`src/rtl/mux_rr_sched.sv`:
```
// Round-robin scheduler for a registered 4:1 output mux: bounded bursts per owner,
// optional idle guard cycle between grants, and valid/source tags aligned to the mux output.
module mux_rr_sched #(
  parameter int BURST_MAX = 8,
  parameter int GUARD     = 1,
  parameter int CNT_W     = 8
) (
  input  logic       clk,
  input  logic       rst_n,
  input  logic [3:0] req,
  input  logic [3:0] mask,
  output logic [1:0] sel,
  output logic [3:0] gnt,
  output logic       mux_en,
  output logic       out_vld,
  output logic [1:0] out_src,
  output logic       busy
);

  typedef enum logic [1:0] {S_IDLE, S_BURST, S_GUARD} state_t;

  state_t           state_q, state_d;
  logic [3:0]       gnt_q, gnt_d;
  logic [1:0]       sel_q, sel_d;
  logic [1:0]       last_q, last_d;
  logic [CNT_W-1:0] cnt_q, cnt_d;
  logic             out_vld_q;
  logic [1:0]       out_src_q;

  logic [3:0] elig;
  logic [2:0] pick_last, pick_own;

  // Returns {found, idx}; search starts at base+1 and wraps, so base itself is lowest priority.
  function automatic logic [2:0] rr_pick(input logic [3:0] e, input logic [1:0] base);
    logic [2:0] r;
    logic [1:0] idx;
    r = '0;
    for (int i = 4; i >= 1; i--) begin
      idx = base + 2'(i);
      if (e[idx]) r = {1'b1, idx};
    end
    return r;
  endfunction

  assign elig      = req & ~mask;
  assign pick_last = rr_pick(elig, last_q);
  // On a burst exit the new last is the current owner, so rotate from sel_q directly.
  assign pick_own  = rr_pick(elig, sel_q);

  always_ff @(posedge clk or negedge rst_n) begin
    if (!rst_n) begin
      state_q   <= S_IDLE;
      gnt_q     <= '0;
      sel_q     <= '0;
      last_q    <= 2'd3;
      cnt_q     <= '0;
      out_vld_q <= 1'b0;
      out_src_q <= '0;
    end else begin
      state_q   <= state_d;
      gnt_q     <= gnt_d;
      sel_q     <= sel_d;
      last_q    <= last_d;
      cnt_q     <= cnt_d;
      out_vld_q <= mux_en;
      out_src_q <= sel_q;
    end
  end

  always_comb begin
    state_d = state_q;
    gnt_d   = gnt_q;
    sel_d   = sel_q;
    last_d  = last_q;
    cnt_d   = cnt_q;
    case (state_q)
      S_IDLE, S_GUARD: begin
        gnt_d = '0;
        cnt_d = '0;
        if (pick_last[2]) begin
          state_d = S_BURST;
          gnt_d   = 4'b0001 << pick_last[1:0];
          sel_d   = pick_last[1:0];
          cnt_d   = CNT_W'(1);
        end else begin
          state_d = S_IDLE;
        end
      end
      S_BURST: begin
        if (elig[sel_q] && (cnt_q < CNT_W'(BURST_MAX))) begin
          cnt_d = cnt_q + CNT_W'(1);
        end else begin
          last_d = sel_q;
          gnt_d  = '0;
          cnt_d  = '0;
          if (GUARD != 0) begin
            state_d = S_GUARD;
          end else if (pick_own[2]) begin
            gnt_d = 4'b0001 << pick_own[1:0];
            sel_d = pick_own[1:0];
            cnt_d = CNT_W'(1);
          end else begin
            state_d = S_IDLE;
          end
        end
      end
      default: state_d = S_IDLE;
    endcase
  end

  // mux_en stays combinational so an owner's req drop suppresses data in the overrun cycle.
  always_comb begin
    mux_en = |(gnt_q & req);
    busy   = (state_q != S_IDLE);
  end

  assign gnt     = gnt_q;
  assign sel     = sel_q;
  assign out_vld = out_vld_q;
  assign out_src = out_src_q;

endmodule

```
`config.mk`:
```
export PLATFORM = sky130hd
export DESIGN_NAME = mux_rr_sched
export DESIGN_NICKNAME = d
export VERILOG_FILES = /design/src/rtl/mux_rr_sched.sv
export SDC_FILE = /design/constraint.sdc
export NUM_CORES = 1
export LEC_CHECK = 0
export CELL_PAD_IN_SITES_DETAIL_PLACEMENT = 1
export CELL_PAD_IN_SITES_GLOBAL_PLACEMENT = 1
export CORE_MARGIN = 5
export CORE_UTILIZATION = 30
export DETAILED_ROUTE_END_ITERATION = 6
export PLACE_DENSITY_LB_ADDON = 0.2
export SYNTH_ARGS = -nofsm -noshare
export SYNTH_HDL_FRONTEND = slang
export SYNTH_SLANG_ARGS = --single-unit
```
`constraint.sdc`:
```
create_clock -name clk -period 4.63 [get_ports clk]
set_clock_uncertainty 0.05 [all_clocks]
set_input_delay 1.1575 -clock clk [delete_from_list [all_inputs] [get_ports clk]]
set_output_delay 1.1575 -clock clk [all_outputs]
set_load 0.05 [all_outputs]
```
==> impl_metrics.toml, run 1 <==
[setup_path]
cp-end-kind = "output port"
worstPathMaxFanout = 3
criticalPathCategory = "primary input to output port"
crit_arrival_ns = 2.68
worst_setup_path_start_kind = "primary input"
worstPathRequired_ns = 3.42

[pwr]
power_per_cell_area_mw_per_mm2 = 640
share_seq_of_total_power_pct = 38.6
p_sw_mw = 0.392
intPower_mw = 0.448
total_power_mw = 0.840
vdd_ir_drop_max_v = 0.000262
reported_leakage_power_nw = 0.583
power_frac_clock_pct = 10.6
share_comb_of_total_power_pct = 50.8
power_switching_share_pct = 46.7

[final_layout]
final_nets = 123
number_of_diodes = 0
post_route_cells_drive_above_1_share_pct = 16.2
final_area_mm2 = 0.00131
area_growth_syn_to_layout_pct = 27.1

[yosys]
synth-seq-cells = 21
synth.distinct_cells = 35
synth_warnings = 0
synth.cell_area_mm2 = 0.00103
synthesis.area_per_instance_um2 = 11.6
yosys.area_share.simple_pct = 20.5
sequential_to_total_area_share_from_yosys_stat_pct = 51.1
netlist_top_cells_area = "dfrtp_1, dfstp_2, nor2b_4, nand3_1, mux2_4"
synth_top_cell_area_share_pct = 46.0
syn-num-nets = 100
synth-adder-area-share_pct = 1.21
synthCells = 89
netlist.top_cell.by_area = "dfrtp_1"
synth_xor_xnor_area_share_pct = 0.847
synthesized_area_fraction_occupied_by_ao_oa_aoi_and_oai_cells_pct = 19.9
main_combinational_cell_family_by_area_after_synthesis = "simple AND/OR/NAND/NOR gates"
synth_mux_area_share_pct = 5.08

[clocking]
cts_repair_resize_count = 0
cts.root.buffer_cell = "clkbuf_4"
cts_tree = "built"
clk_pin_slew_worst_paths_ns = 0.11
cts_htree_levels = 1
tritoncts_num_sinks = 21
cts-root-to-sink-buffers = 2
clock_latency_ns = 0.30
cts_inserted_buffers = 3
post_cts_repair_timing_setup_buffer_count = 0
cts.hold.buffers_added = 0

[global_routing]
first_pass_grt_wire_length_um = 4220
grt_pass1_vias = 888
grtUsageMet3_pct = 4.21
global_route.usage.met2_pct = 19.8
grt_overflow_total = 0
number_of_antenna_violations_at_the_first_check_in_global_routing = 0
grt.total_usage_pct = 11.9
globalRouteMet1Util_pct = 15.0
grt_max_degree = 22
globalRoute.busiestLayer = "met2"

[route]
dr_total_vias = 793
routedWlPerCell_um = 15.6
detail_route.iter0.violations = 35
antenna_violating_nets_post_route = 0
detailedRoute.firstPassIterationCount = 3
drc = 0
drt-vias-per-instance = 5.05
drt_wl_total_um = 2440

[floorplan]
row_count = 21
die_width_um = 68.7
initial_core_util_pct = 31.0
die-height_um = 68.7
top_level_ports = 21
fp.dieArea_mm2 = 0.00472
placeable_core_region_mm2 = 0.00334

[timing]
finalHoldViolCount = 0
setup_total_negative_slack_ns = 0
rsz_0062_raised_after_global_routing = "false"
achievable-frequency_ghz = 0.257
min_period_over_period_pct = 84.0
tightestPinTransition_ns = 0.915
max-slew-margin-rel_pct = 38.8
timing.final.setup_violations = 0
final.min_clock_period_ns = 3.89
timing.final.max_slew_violations = 0

[flow_run]
cap_viol_max_count = 0

[place]
place_area_mm2 = 0.00128
portBuffers = 20
hpwlAfterDp_um = 1860
finalWeightedCongestion = 0.771

[outcome]
run_status = "finished clean"

[worst_hold_path]
hold_path_class = "flip-flop to flip-flop"
metrics by stage:
step,hold slack (ns),setup WS [ns],utilization [%],std cells
floorplan,0.418,1.80,-,89
global placement,0.419,0.759,38.5,153
detailed placement,0.420,0.739,38.5,153
CTS,0.448,0.723,39.4,157
global route,0.471,0.681,39.4,157
finish,0.434,0.742,39.4,157
final cells by class:
cell class	count	area (um^2)
clock inverter	1	7.51
multi-input combinational	64	490
sequential	21	528
clock buffer	3	22.5
tap	46	57.6
inverter	2	7.51
timing repair buffer	20	200
fill	384	2020
path summary, 6_finish.rpt:
| kind | startpoint | end | slack [ns] | cells after the start |
|---|---|---|---|---|
| worst max-delay path | req[0] | mux_en | 0.74 | 4 |
| worst min-delay path | sel[1] | out_src[1] | 0.43 | 0 |
| worst max register to register | sel[0] | last_q[0] | 2.91 | 3 |
| worst min register to register | sel[1] | out_src[1] | 0.43 | 0 |
| max in group asynchronous | rst_n | sel[0] | 2.67 | 1 |
| min in group asynchronous | rst_n | cnt_q[1] | 1.31 | 1 |
Yosys cell counts:
library cell / instances
dfrtp_1: 19
nand2_1: 8
nand3_1: 6
and3_1: 4
nor2b_1: 4
o211ai_1: 4
o21ai_0: 4
nor2b_4: 3
a21oi_1: 2
a22oi_1: 2
a32o_2: 2
clkbuf_1: 2
dfstp_2: 2
inv_1: 2
mux2_4: 2
nand2b_1: 2
o22ai_1: 2
or2b_1: 2
a211oi_1: 1
a21boi_4: 1
a21o_1: 1
a31oi_1: 1
a41o_1: 1
ha_1: 1
mux4_2: 1
nor2_4: 1
nor3b_1: 1
o2111ai_1: 1
o21a_1: 1
o221a_2: 1
o221ai_1: 1
o311ai_0: 1
or2_2: 1
or4_1: 1
xor2_1: 1
cell families after synthesis:
family,count (synthesis)
compound gates,26
xor+xnor,1
mux,3
fa+ha+maj,1
buf+inv,4
simple gates,33
flops,21
cells in the final DEF (no fill, tap or decap), types with 3 or more instances in the layout:
| master | netlist | final |
|---|---|---|
| o211ai_1 | 4 | 4 |
| and3_1 | 4 | 4 |
| nor2b_1 | 4 | 4 |
| nand2_1 | 8 | 8 |
| o21ai_0 | 4 | 4 |
| clkbuf_4 | 0 | 3 |
| dfrtp_1 | 19 | 19 |
| clkdlybuf4s50_1 | 0 | 20 |
| nor2b_4 | 3 | 3 |
| nand3_1 | 6 | 6 |
flip-flops by register name (all words and copies together) (netlist names):
name and cells:
out_src 2, out_vld 1, last_q 2, cnt_q 8, gnt 4, state_q 2, sel 2
power by group through the flow:
stage	sequential, mW	clock [mW]	combinational [mW]
detailed placement	0.331	0	0.431
CTS	0.327	0.0955	0.433
floorplan	0.410	0	0.200
global route	0.335	0.104	0.456
global placement	0.330	0	0.426
finish	0.325	0.0887	0.427
metal layers:
layer / wire (um) / vias to the layer above
met3: 102 / 2
met1: 1200 / 395
met4: 15 / 0
met5: 0 / -
met2: 1130 / 16
li1: - / 380
worst max-delay path: stages:
cell and delay [ns]:
clkdlybuf4s50_1 0.53, a22oi_1 0.10, nand2_1 0.08, clkdlybuf4s50_1 0.81
Note: power is estimated with default switching activity, not from simulation.
==> inputs of run 2 (changes only) <==
==> constraint.sdc (replaced) <==
create_clock -name clk -period 3.8 [get_ports clk]
set_clock_uncertainty 0.05 [all_clocks]
set_input_delay 0.95 -clock clk [delete_from_list [all_inputs] [get_ports clk]]
set_output_delay 0.95 -clock clk [all_outputs]
set_load 0.05 [all_outputs]
==> run 2 against run 1 <==
Effect of this change:
- clock-buffer cell count grew 1
- sequential cell count is the same
- worst setup slack gained 0.11 ns
- total power grew 21%
- sequential share of layout area grew 0.19 points
- worst hold slack gained 0.0097 ns
- final area shrank 0.48%
- global-route usage grew 0.23 points
- combinational power grew 21%
- routed wire length grew 0.41%
- largest cell class unchanged
- largest power group unchanged
==> impl_metrics.toml, run 2 (same netlist as run 1, synthesis figures left out) <==
[route]
dr_total_vias = 784
antenna_violating_nets_post_route = 0
detail_route.iter0.violations = 25
drt-vias-per-instance = 4.99
routedWlPerCell_um = 15.6
drc = 0
detailedRoute.firstPassIterationCount = 4
drt_wl_total_um = 2450

[timing]
timing.final.setup_violations = 0
final.min_clock_period_ns = 2.95
achievable-frequency_ghz = 0.339
setup_total_negative_slack_ns = 0
max-slew-margin-rel_pct = 36.6
tightestPinTransition_ns = 0.948
timing.final.max_slew_violations = 0
min_period_over_period_pct = 77.6
rsz_0062_raised_after_global_routing = "false"
finalHoldViolCount = 0

[pwr]
reported_leakage_power_nw = 0.586
share_comb_of_total_power_pct = 50.6
intPower_mw = 0.544
share_seq_of_total_power_pct = 39.0
p_sw_mw = 0.473
power_switching_share_pct = 46.5
power_frac_clock_pct = 10.4
power_per_cell_area_mw_per_mm2 = 778
vdd_ir_drop_max_v = 0.000336

[clocking]
clock_latency_ns = 0.30
cts.root.buffer_cell = "clkbuf_4"
cts-root-to-sink-buffers = 2
cts_inserted_buffers = 3
post_cts_repair_timing_setup_buffer_count = 0
clk_pin_slew_worst_paths_ns = 0.11
cts_tree = "built"
cts_htree_levels = 1
cts.hold.buffers_added = 0
tritoncts_num_sinks = 21
cts_repair_resize_count = 0

[setup_path]
criticalPathCategory = "flip-flop to output port"
crit_arrival_ns = 1.95
worstPathRequired_ns = 2.80
worstPathMaxFanout = 17
worst_setup_path_start_kind = "flip-flop"
cp-end-kind = "output port"
rrSetupSlack_ns = 2.07
worst-r2r-cell-count = 3

[final_layout]
layout.cells.most_common_list = "dfrtp_1, clkdlybuf4s50_1, nand2_1, nand3_1"
area_growth_syn_to_layout_pct = 26.5
number_of_diodes = 0
n_fill_cell = 379
flip_flop_count_of_the_largest_register_after_layout = 8
final_nets = 123
largest-register = "cnt_q"
post_route_cells_drive_above_1_share_pct = 16.2
final_area_mm2 = 0.00131

[floorplan]
fp.dieArea_mm2 = 0.00472
initial_core_util_pct = 31.0
row_count = 21
die-height_um = 68.7
top_level_ports = 21
die_width_um = 68.7
placeable_core_region_mm2 = 0.00334

[place]
hpwlAfterDp_um = 1810
place_area_mm2 = 0.00128
portBuffers = 20
finalWeightedCongestion = 0.775

[global_routing]
grt_overflow_total = 0
first_pass_grt_wire_length_um = 4200
grt_pass1_vias = 851
grt_max_degree = 22
number_of_antenna_violations_at_the_first_check_in_global_routing = 0
grt.total_usage_pct = 12.1

[worst_hold_path]
hold_path_class = "flip-flop to flip-flop"
min_path_cells = 0

[flow_run]
cap_viol_max_count = 0

[outcome]
run_status = "finished clean"
[run 2: cell count changes in the layout (fill, tap and decap cells not counted), sizes merged]
cell and change:
buf +1, clkbuf +1, clkdlybuf4s50 -1, clkinvlp -1
[run 2: final cells by class]
class                      instances  area, um^2  share of cell area [%]
sequential                        21         528                    40.4
multi-input combinational         64         490                    37.5
timing repair buffer              20         198                    15.1
tap                               46        57.6                    4.40
clock buffer                       4        26.3                    2.01
inverter                           2        7.51                   0.574
[run 2: layer usage]
metal	wire, um	vias up	global-route usage [%]	part of all wire, %
li1	-	383	-	-
met1	1260	384	16.4	51
met2	1090	15	18.8	44
met3	89	2	3.40	3.6
met4	15	0	3.65	0.61
met5	0	-	0	0
[run 2: critical path, stage by stage, from the launching register on]
cell             delay [ns]
dfrtp_1                0.67
or2_2                  0.19
clkdlybuf4s50_1        0.79
[run 2: power by group through the flow]
stage / clock, mW / sequential (mW) / combinational (mW)
floorplan: 0 / 0.500 / 0.244
global placement: 0 / 0.402 / 0.516
detailed placement: 0 / 0.403 / 0.519
CTS: 0.113 / 0.399 / 0.522
global route: 0.123 / 0.413 / 0.546
finish: 0.106 / 0.396 / 0.515
[run 2: worst paths after layout]
| path | startpoint | end |
|---|---|---|
| worst max-delay path | state_q[0] | busy |
| worst min-delay path | sel[1] | out_src[1] |
| worst max register to register | sel[0] | last_q[0] |
| worst min register to register | sel[1] | out_src[1] |
| max in group asynchronous | rst_n | cnt_q[3] |
| min in group asynchronous | rst_n | cnt_q[2] |
[run 2: through the flow]
step           cells  util [%]  hold WS (ns)  power [mW]  setup slack, ns
6_report         157      39.2         0.444        1.02            0.851
5_1_grt          157      39.2         0.478        1.08            0.705
4_1_cts          157      39.2         0.448        1.03            0.805
3_5_place_dp     153      38.4         0.422       0.922            0.908
3_3_place_gp     153      38.4         0.421       0.918            0.927
2_1_floorplan     89         -         0.418       0.744             1.38
